[config.mk]
export PLATFORM = sky130hd
export DESIGN_NAME = parking_slot_manager
export DESIGN_NICKNAME = d
export VERILOG_FILES = /design/src/rtl/parking_slot_manager.sv
export SDC_FILE = /design/constraint.sdc
export NUM_CORES = 1
export LEC_CHECK = 0
export CORE_MARGIN = 5
export CORE_UTILIZATION = 25
export CTS_CLUSTER_DIAMETER = 120
export DETAILED_ROUTE_END_ITERATION = 8
export GPL_TIMING_DRIVEN = 0
export SYNTH_ARGS = -nofsm -noshare
export SYNTH_HDL_FRONTEND = slang
export SYNTH_SLANG_ARGS = --single-unit
[constraint.sdc]
create_clock -name clk -period 3 [get_ports clk]
set_input_delay 0.3 -clock clk [delete_from_list [all_inputs] [get_ports clk]]
set_output_delay 0.3 -clock clk [all_outputs]
set_load 0.005 [all_outputs]
[src/rtl/parking_slot_manager.sv]
// Slot allocation sequencer for the parking occupancy bitmap: arbitrates entrance
// and exit gate requests, hands out the lowest free slot and validates releases.
//
// state   | meaning
// IDLE    | waiting for an eligible request; alternates on ties
// ENTRY   | allocate lowest free slot, pulse entry_ack
// EXIT    | validate exit_location, clear slot or pulse exit_error
// RELEASE | wait for the served request to drop
module parking_slot_manager #(
  parameter int N_SLOTS = 8,
  parameter int CNT_W   = 4
) (
  input  logic               clk,
  input  logic               reset_n,
  input  logic               entry_req,
  input  logic               exit_req,
  input  logic [N_SLOTS-1:0] exit_location,
  output logic               entry_ack,
  output logic [N_SLOTS-1:0] park_location,
  output logic               exit_ack,
  output logic               exit_error,
  output logic [N_SLOTS-1:0] parking_capacity,
  output logic [CNT_W-1:0]   free_count,
  output logic               full
);

  typedef enum logic [1:0] {S_IDLE, S_ENTRY, S_EXIT, S_RELEASE} state_t;

  localparam logic [N_SLOTS-1:0] ONE = N_SLOTS'(1);

  state_t             state, state_nxt;
  logic               last_exit, last_exit_nxt;  // 1: the last request served was an exit
  logic [N_SLOTS-1:0] cap_nxt, loc_nxt, free_slot;
  logic               entry_ack_nxt, exit_ack_nxt, exit_error_nxt;
  logic               entry_ok, exit_valid, found;
  logic [CNT_W-1:0]   occupied;

  assign full       = &parking_capacity;
  assign entry_ok   = entry_req && !full;
  assign exit_valid = (exit_location != '0) &&
                      ((exit_location & (exit_location - ONE)) == '0) &&
                      ((exit_location & parking_capacity) != '0);

  always_comb begin
    free_slot = '0;
    found     = 1'b0;
    for (int i = 0; i < N_SLOTS; i++) begin
      if (!found && !parking_capacity[i]) begin
        free_slot[i] = 1'b1;
        found        = 1'b1;
      end
    end
  end

  always_comb begin
    occupied = '0;
    for (int i = 0; i < N_SLOTS; i++) occupied = occupied + CNT_W'(parking_capacity[i]);
    free_count = CNT_W'(N_SLOTS) - occupied;
  end

  always_comb begin
    state_nxt      = state;
    last_exit_nxt  = last_exit;
    cap_nxt        = parking_capacity;
    loc_nxt        = park_location;
    entry_ack_nxt  = 1'b0;
    exit_ack_nxt   = 1'b0;
    exit_error_nxt = 1'b0;
    case (state)
      S_IDLE: begin
        if (exit_req && (!entry_ok || !last_exit)) begin
          state_nxt     = S_EXIT;
          last_exit_nxt = 1'b1;
        end else if (entry_ok) begin
          state_nxt     = S_ENTRY;
          last_exit_nxt = 1'b0;
        end
      end
      S_ENTRY: begin
        loc_nxt       = free_slot;
        cap_nxt       = parking_capacity | free_slot;
        entry_ack_nxt = 1'b1;
        state_nxt     = S_RELEASE;
      end
      S_EXIT: begin
        if (exit_valid) begin
          cap_nxt      = parking_capacity & ~exit_location;
          exit_ack_nxt = 1'b1;
        end else begin
          exit_error_nxt = 1'b1;
        end
        state_nxt = S_RELEASE;
      end
      S_RELEASE: begin
        if (last_exit ? !exit_req : !entry_req) state_nxt = S_IDLE;
      end
      default: state_nxt = S_IDLE;
    endcase
  end

  always_ff @(posedge clk or negedge reset_n) begin
    if (!reset_n) begin
      state            <= S_IDLE;
      last_exit        <= 1'b1;
      parking_capacity <= '0;
      park_location    <= '0;
      entry_ack        <= 1'b0;
      exit_ack         <= 1'b0;
      exit_error       <= 1'b0;
    end else begin
      state            <= state_nxt;
      last_exit        <= last_exit_nxt;
      parking_capacity <= cap_nxt;
      park_location    <= loc_nxt;
      entry_ack        <= entry_ack_nxt;
      exit_ack         <= exit_ack_nxt;
      exit_error       <= exit_error_nxt;
    end
  end

endmodule

Word level (Yosys, flattened, before mapping). Cells that the tools add are included.

Word-level logic and storage cells: 96. Bits in registers: 22. Output and inout bits: 24.

Multiplexer cells: 28. Bitwise gates (word level): 5. Eq/ne operators: 6. Add/subtract/negate cells: 9. Reductions and logical operators: 41.

Operators with widths (number): 8-bit bitwise AND (3); 1-bit 2-to-1 mux (22); 1-bit logical NOT (18); 4-bit by 1-bit adder with 4-bit output (4); 8-bit one-hot mux with 2 select lines (1); 8-bit nonzero test (2); 1-bit logical AND (11); 8-bit logical NOT (1); 8-bit 2-to-1 mux (1); 8-bit NOT (1); 8-bit OR (1); 8-bit AND reduction (1); 8-bit by 1-bit subtractor with 8-bit output, second input constant (1); 2-bit 2-to-1 mux (3); 2-bit one-hot mux with 3 select lines (1); 2-bit AND reduction (3); 3-bit by 1-bit adder with 4-bit output (1); 2-bit == test, second input constant (2); 2-bit != test, second input constant (2); 2-bit nonzero test (2); 4-bit subtractor, first input constant (1); 2-bit by 1-bit adder with 3-bit output (1); 3-bit != test, second input constant (1); 1-bit by 1-bit adder with 2-bit output (1); 4 further kinds (4).

Logic depth before layout (Yosys ltp). Gate-level depths: netlist (run 1).

Depth after elaboration: 23. Mapped depth: 8.

Least setup slack after synthesis (run 1). No wires, ideal clock.

Path kind: reg-to-output. Start: reg parking_capacity[1]. End: out free_count[2]. Required time: 2.700 ns. Buffers on the path: 0. Arrival: 2.431 ns. Stages on the path, launching flop included: 9. Slack: 0.269 ns. Cells stage by stage: dfrtp_1 > inv_1 > fa_1 > ha_1 > inv_1 > fa_1 > inv_1 > fa_1 > ha_1.

Word-level cells in the longest chain between the ends: 8.

RTL lines: start, declared (RTL line 22) `output logic [N_SLOTS-1:0] parking_capacity,`; start signal, assigned (RTL line 113) `parking_capacity <= cap_nxt;`; 1-bit by 1-bit adder with 2-bit output (RTL line 57) `for (int i = 0; i < N_SLOTS; i++) occupied = occupied + CNT_W'(parking_capacity[i]);`; 2-bit by 1-bit adder with 3-bit output (RTL line 57); 3-bit by 1-bit adder with 4-bit output (RTL line 57); 4-bit by 1-bit adder with 4-bit output (4 in series) (RTL line 57); 4-bit subtractor (RTL line 58) `free_count = CNT_W'(N_SLOTS) - occupied;`; end, declared (RTL line 23) `output logic [CNT_W-1:0] free_count,`.

No other way between the ends.

Worst setup path after layout (run 1). Ends and elaborated chain as after synthesis.

==> results by group, run 1 <==
Timing
  • Setup TNS: 0 ns
  • Pin slew with the least headroom to its limit: 0.965 ns
  • Worst slew margin: 35.4%
  • Worst Skew: 0.00964 ns
  • Final setup viols: 0
  • Tcrit/Tclk final: 99.7%
  • Peak Freq: 334 MHz
  • Count of final hold-check violations: 0
  • Final count of pins violating max slew: 0
  • Period minus WS final: 2.99 ns
  • RSZ-0062 raised after global routing: true

Floorplan
  • Initial core utilization: 26.0%
  • Die W: 83.1 um
  • Die ar.: 0.00690 mm^2
  • Core ar.: 0.00514 mm^2
  • # rows: 26
  • Io pins: 36
  • Die Ht: 83.1 um

Finish
  • Most common cell after layout, fill and taps aside: clkdlybuf4s50_1
  • Syn-to-layout area delta: 42.0%
  • # nets final: 200
  • Share of cells above drive strength 1: 18.5%
  • Most frequent cells in the layout: clkdlybuf4s50_1, dfrtp_1, inv_1, nor2_1, ha_1
  • ANT cells: 0
  • Post-route cell area: 0.00190 mm^2

Pwr
  • Final Power: 1.31 mW
  • Peak supply drop: 0.232 mV
  • P_leak: 0.840 nW
  • Cell Pwr Density: 690 mW/mm^2

Critical path
  • Critical Path RT: 2.70 ns
  • R2R setup slack: 1.03 ns
  • Worst Path Max Fanout: 2
  • Critical Path AT: 2.69 ns
  • Cells on worst reg2reg path: 6
  • CP Capture Type: primary output
  • Setup CP Type: register to primary output
  • CP startpoint kind: register
  • FF-to-FF End: parking_capacity[2]
  • Reg-to-reg startpoint: parking_capacity[4]

Synthesis
  • Mapped Cells: 127
  • Async SR Flop Fraction: 100%
  • Syn. warnings: 0
  • Seq/Total Area, Yosys: 41.3%
  • Syn nets: 153
  • Synth Register Bits: 22
  • Mapped cell area: 0.00134 mm^2
  • Netlist cell types: 38
  • Synth Flop Type: dfrtp_1
  • Post-synth EDFFs: 0
  • Mapped Avg Cell Area: 10.5 um^2

Clocking
  • H-tree depth: 1
  • Clock buffer depth: 2
  • CTS Buf Count: 3
  • Clk_lat worst skew: 0.27 ns
  • Hold_buf cts: 0
  • CTS sink count: 22
  • Reg clk slew, reported paths: 0.09 ns
  • CTS tree: done
  • Root Buffer: clkbuf_8

Status
  • Status: complete, no violations

Drt
  • Routed length per instance: 13.5 um
  • WL final: 3290 um
  • Starting DRT DRC Count: 84
  • Via count: 1176
  • 1st-pass router iterations: 5
  • DRC violations left: 0
  • Post-route ant nets: 0
  • Via density: 4.84

Hold path
  • Worst hold path class: register to register
  • Hold EP: park_location[3]
  • Worst hold path cell count: 2
  • Hold path startpoint: park_location[3]

GRT
  • Vias in the first global route: 1147
  • Pin count of the biggest net entering global routing: 23
  • Total GRT Usage: 9.48%
  • GRT Residual Overflow: 0
  • Initial antenna violation count: 0
  • First-pass GRT wire length: 5510 um

Placed design
  • Dpl cell area: 0.00177 mm^2
  • Hpwl dp: 2360 um
  • Final Wtd Congestion: 0.754
  • Port bufs: 35

Flow run
  • Max_cap viols: 0
## critical path, stage by stage (launching register included)
cell and delay (ns):
dfrtp_2 0.39, inv_2 0.04, fa_1 0.53, ha_2 0.17, inv_2 0.04, fa_1 0.51, inv_2 0.04, fa_2 0.35
ha_4 0.28, buf_6 0.08
## flip-flops by register name (all words and copies together), names as in the netlist
signal and cells:
exit_error 1, state 2, park_location 8, entry_ack 1, exit_ack 1, parking_capacity 8
last_exit 1
## synth_stat cells, types with 2 or more instances
master     number  area [um^2]
clkbuf_1        3         11.3
ha_1           10          125
nor3_1          3         15.0
dfrtp_1        21          526
mux2_2          3         33.8
a41oi_1         7         61.3
nor2_1          8         30.0
nand2_1         7         26.3
a31oi_1         3         18.8
nand3_1         3         15.0
o31ai_1         4         30.0
fa_1            4         80.1
inv_1          15         56.3
or4_4           2         22.5
a22oi_1         4         30.0
o2bb2ai_1       2         17.5
a21oi_1         6         30.0
nand2b_1        2         12.5
## kinds of logic after synthesis
family	count (synthesis)	synth area share (%)
adders and majority gates	15	16.1
and+or+nand+nor	32	12.8
AOI/OAI and AO/OA	35	20.7
DFF	22	41.3
buffers and inverters	18	5.06
xor gates and xnor gates	1	0.656
muxes	4	3.28
## timing repair
item | in CTS | in global routing
setup buffers | 6 | 1
setup endpoints to repair | 3 | 3
resized for setup | 15 | 7
pin swaps | 3 | 1
## stage by stage
step | worst slack [ns] | instances | hold WS (ns) | util, %
2_1_floorplan | 0.269 | 127 | 0.00441 | -
3_3_place_gp | -0.347 | 232 | 0.472 | 34.5
3_5_place_dp | -0.325 | 232 | 0.476 | 34.5
4_1_cts | 0.0102 | 242 | 0.496 | 36.6
5_1_grt | -0.0580 | 243 | 0.512 | 36.9
6_report | 0.00825 | 243 | 0.492 | 36.9
## worst max-delay path by stage
stage                   startpoint  slack [ns]             to  cells past startpoint
2_1_floorplan  parking_capacity[1]        0.27  free_count[2]                      8
3_3_place_gp   parking_capacity[1]       -0.35  free_count[2]                      9
3_5_place_dp   parking_capacity[1]       -0.32  free_count[2]                      9
4_1_cts        parking_capacity[3]        0.01  free_count[2]                      9
5_1_grt        parking_capacity[4]       -0.06  free_count[2]                      9
6_report       parking_capacity[1]       0.008  free_count[2]                      9
## metal layers
| metal | up-vias | part of all wire (%) | track usage, % |
|---|---|---|---|
| met5 | - | 0 | 0 |
| met4 | 0 | 1.9 | 4.46 |
| met3 | 4 | 4.8 | 2.38 |
| met2 | 33 | 43 | 13.8 |
| met1 | 573 | 50 | 13.0 |
| li1 | 566 | - | - |
## power by group
group	leakage [nW]	total, mW	switching (mW)	internal (mW)
clock	0.0288	0.219	0.102	0.117
sequential	0.254	0.426	0.0513	0.375
combinational	0.557	0.663	0.329	0.334
total	0.840	1.31	0.482	0.826
## area by class of cell
class                   count  area (um^2)
well taps                  70         87.6
repair buffers             42          394
plain buffers               3         11.3
clock buffers               4         55.1
fillers                   538         3240
inverters                  15         56.3
multi-input cells          87          733
flip-flops and latches     22          558
Note: power is estimated with default switching activity, not from simulation.
==> run 2: changes to the inputs <==
==> constraint.sdc (replaced) <==
create_clock -name clk -period 3.5 [get_ports clk]
set_input_delay 0.35 -clock clk [delete_from_list [all_inputs] [get_ports clk]]
set_output_delay 0.35 -clock clk [all_outputs]
set_load 0.005 [all_outputs]
==> results by group, run 2 (synthesis gave the netlist of run 1 again) <==
Finish
  • Final core utilization: 36.5% (-0.34 points)
  • Share of cells above drive strength 1: 12.8% (-5.7 points)
  • Biggest regs: park_location x8, parking_capacity x8, state x2
  • Fill count: 548 (+1.9%)
  • ANT cells: 0 (unchanged)
  • Post-route insts no fill: 242 (-0.41%)
  • Most common cell after layout, fill and taps aside: clkdlybuf4s50_1
  • Syn-to-layout area delta: 40.7%
  • # nets final: 199 (-0.50%)
  • Most frequent cells in the layout: clkdlybuf4s50_1, dfrtp_1, inv_1, ha_1, nor2_1

Clocking
  • Root Buffer: clkbuf_8
  • CTS sink count: 22 (unchanged)
  • Reg clk slew, reported paths: 0.09 ns (about the same)
  • CTS Buf Count: 3 (unchanged)
  • CTS tree: done
  • Clock buffer depth: 2 (unchanged)
  • H-tree depth: 1 (unchanged)
  • Clk_lat worst skew: 0.27 ns (about the same)

Pwr
  • Clk pwr share: 16.8% (about the same)
  • P_leak: 0.849 nW (+1.0%)
  • Switching portion of total power: 36.7% (-0.18 points)
  • Reg power frac: 32.7% (+0.2 points)
  • Final Power: 1.12 mW (-15%)
  • Peak supply drop: 0.197 mV (-15%)
  • Internal: 0.706 mW (-14%)
  • Sw Pwr: 0.409 mW (-15%)
  • Comb pwr share: 50.5% (-0.2 points)
  • Cell Pwr Density: 594 mW/mm^2 (-14%)

Drt
  • Via density: 4.90 (+1.3%)
  • WL final: 3190 um (-2.9%)
  • Starting DRT DRC Count: 80 (-4.8%)
  • Post-route ant nets: 0 (unchanged)
  • Via count: 1186 (+0.85%)
  • DRC violations left: 0 (unchanged)
  • Routed length per instance: 13.2 um (-2.5%)
  • 1st-pass router iterations: 5 (unchanged)

GRT
  • GRT Residual Overflow: 0 (unchanged)
  • Pin count of the biggest net entering global routing: 23 (unchanged)
  • Total GRT Usage: 9.44% (-0.043 points)
  • First-pass GRT wire length: 5480 um (-0.51%)
  • Vias in the first global route: 1149 (+0.17%)
  • Initial antenna violation count: 0 (unchanged)

Timing
  • Peak Freq: 299 MHz
  • Count of final hold-check violations: 0 (unchanged)
  • Worst slew margin: 35.7% (+0.26 points)
  • Setup TNS: 0 ns (unchanged)
  • Period minus WS final: 3.34 ns
  • Pin slew with the least headroom to its limit: 0.961 ns (-0.00389 ns)
  • Tcrit/Tclk final: 95.5%
  • Final setup viols: 0 (unchanged)
  • Final count of pins violating max slew: 0 (unchanged)
  • RSZ-0062 raised after global routing: false
  • Worst Skew: 0.00743 ns (-0.00221 ns)

Placed design
  • Port bufs: 35 (unchanged)
  • Final Wtd Congestion: 0.754 (unchanged)
  • Placed insts: 232 (unchanged)
  • Hpwl dp: 2360 um (unchanged)

Floorplan
  • Die ar.: 0.00690 mm^2 (unchanged)
  • # rows: 26 (unchanged)
  • Die Ht: 83.1 um (unchanged)
  • Core ar.: 0.00514 mm^2 (unchanged)
  • Die W: 83.1 um (unchanged)
  • Io pins: 36 (unchanged)
  • Initial core utilization: 26.0% (unchanged)

Critical path
  • Setup CP Type: register to primary output
  • Critical Path RT: 3.15 ns (+0.45 ns)
  • CP Capture Type: primary output
  • Critical Path AT: 2.99 ns (+0.30 ns)
  • Worst Path Max Fanout: 2 (unchanged)
  • CP startpoint kind: register

Status
  • Status: complete, no violations

Hold path
  • Worst hold path class: register to register

Flow run
  • Max_cap viols: 0 (unchanged)
run 2: cell count changes in the layout (fill, tap and decap cells not counted):
| cell | change |
|---|---|
| ha_1 | +2 |
| fa_1 | +1 |
| ha_4 | -1 |
| ha_2 | -1 |
| fa_2 | -1 |
| buf_4 | -1 |
| clkdlybuf4s50_1 | +2 |
| buf_6 | -1 |
| clkbuf_2 | -2 |
| dlygate4sd2_1 | +1 |
| inv_1 | +3 |
| inv_2 | -3 |
run 2: final cells by class:
| cell class | instances | area, um^2 | share of cell area [%] |
|---|---|---|---|
| Tap cell | 70 | 87.6 | 4.66 |
| Inverter | 15 | 56.3 | 3.00 |
| Timing Repair Buffer | 41 | 394 | 21.0 |
| Multi-Input combinational cell | 87 | 716 | 38.1 |
| Sequential cell | 22 | 558 | 29.7 |
| Clock buffer | 4 | 55.1 | 2.93 |
| Buffer | 3 | 11.3 | 0.600 |
run 2: routing by layer:
layer / track usage [%] / up-vias / routed length, um
li1: - / 564 / -
met1: 12.9 / 582 / 1550
met2: 13.8 / 36 / 1410
met3: 2.38 / 4 / 172
met4: 4.46 / 0 / 64
met5: 0 / - / 0
run 2: stage by stage:
stage | hold slack [ns] | worst slack, ns | area (um^2)
floorplan | 0.0544 | 0.719 | 1340
global placement | 0.472 | 0.103 | 1770
detailed placement | 0.476 | 0.125 | 1770
CTS | 0.496 | 0.137 | 1880
global route | 0.512 | 0.0286 | 1880
finish | 0.492 | 0.156 | 1880
run 2: critical path, cell delays in order, from the launching register on:
cell and delay [ns]:
dfrtp_2 0.37, inv_1 0.06, fa_1 0.54, ha_1 0.13
inv_1 0.05, fa_1 0.50, inv_1 0.05, fa_1 0.41
ha_1 0.18, clkdlybuf4s50_1 0.44
run 2: timing repair:
| item | in CTS | in global routing |
|---|---|---|
| setup endpoints to repair | 3 | 0 |
| resized for setup | 6 | 0 |
| buffers inserted | 6 | 0 |
| hold buffers | 0 | 0 |
run 2: path summary, 6_finish.rpt:
| check | from | end | slack (ns) | cells after the start |
|---|---|---|---|---|
| setup / recovery | parking_capacity[1] | free_count[3] | 0.16 | 9 |
| hold / removal | park_location[3] | park_location[3] | 0.49 | 2 |
| setup reg to reg | parking_capacity[4] | parking_capacity[2] | 1.53 | 6 |
| hold reg to reg | park_location[3] | park_location[3] | 0.49 | 2 |
| max in group asynchronous | reset_n | parking_capacity[1] | 2.23 | 1 |
| min in group asynchronous | reset_n | park_location[7] | 0.61 | 1 |
run 2: power by group through the flow:
stage	sequential [mW]	combinational, mW	clock (mW)
after global routing	0.374	0.632	0.199
after CTS	0.365	0.571	0.189
after global placement	0.382	0.535	0
after detailed placement	0.382	0.539	0
after floorplan	0.374	0.293	0
final	0.364	0.564	0.187
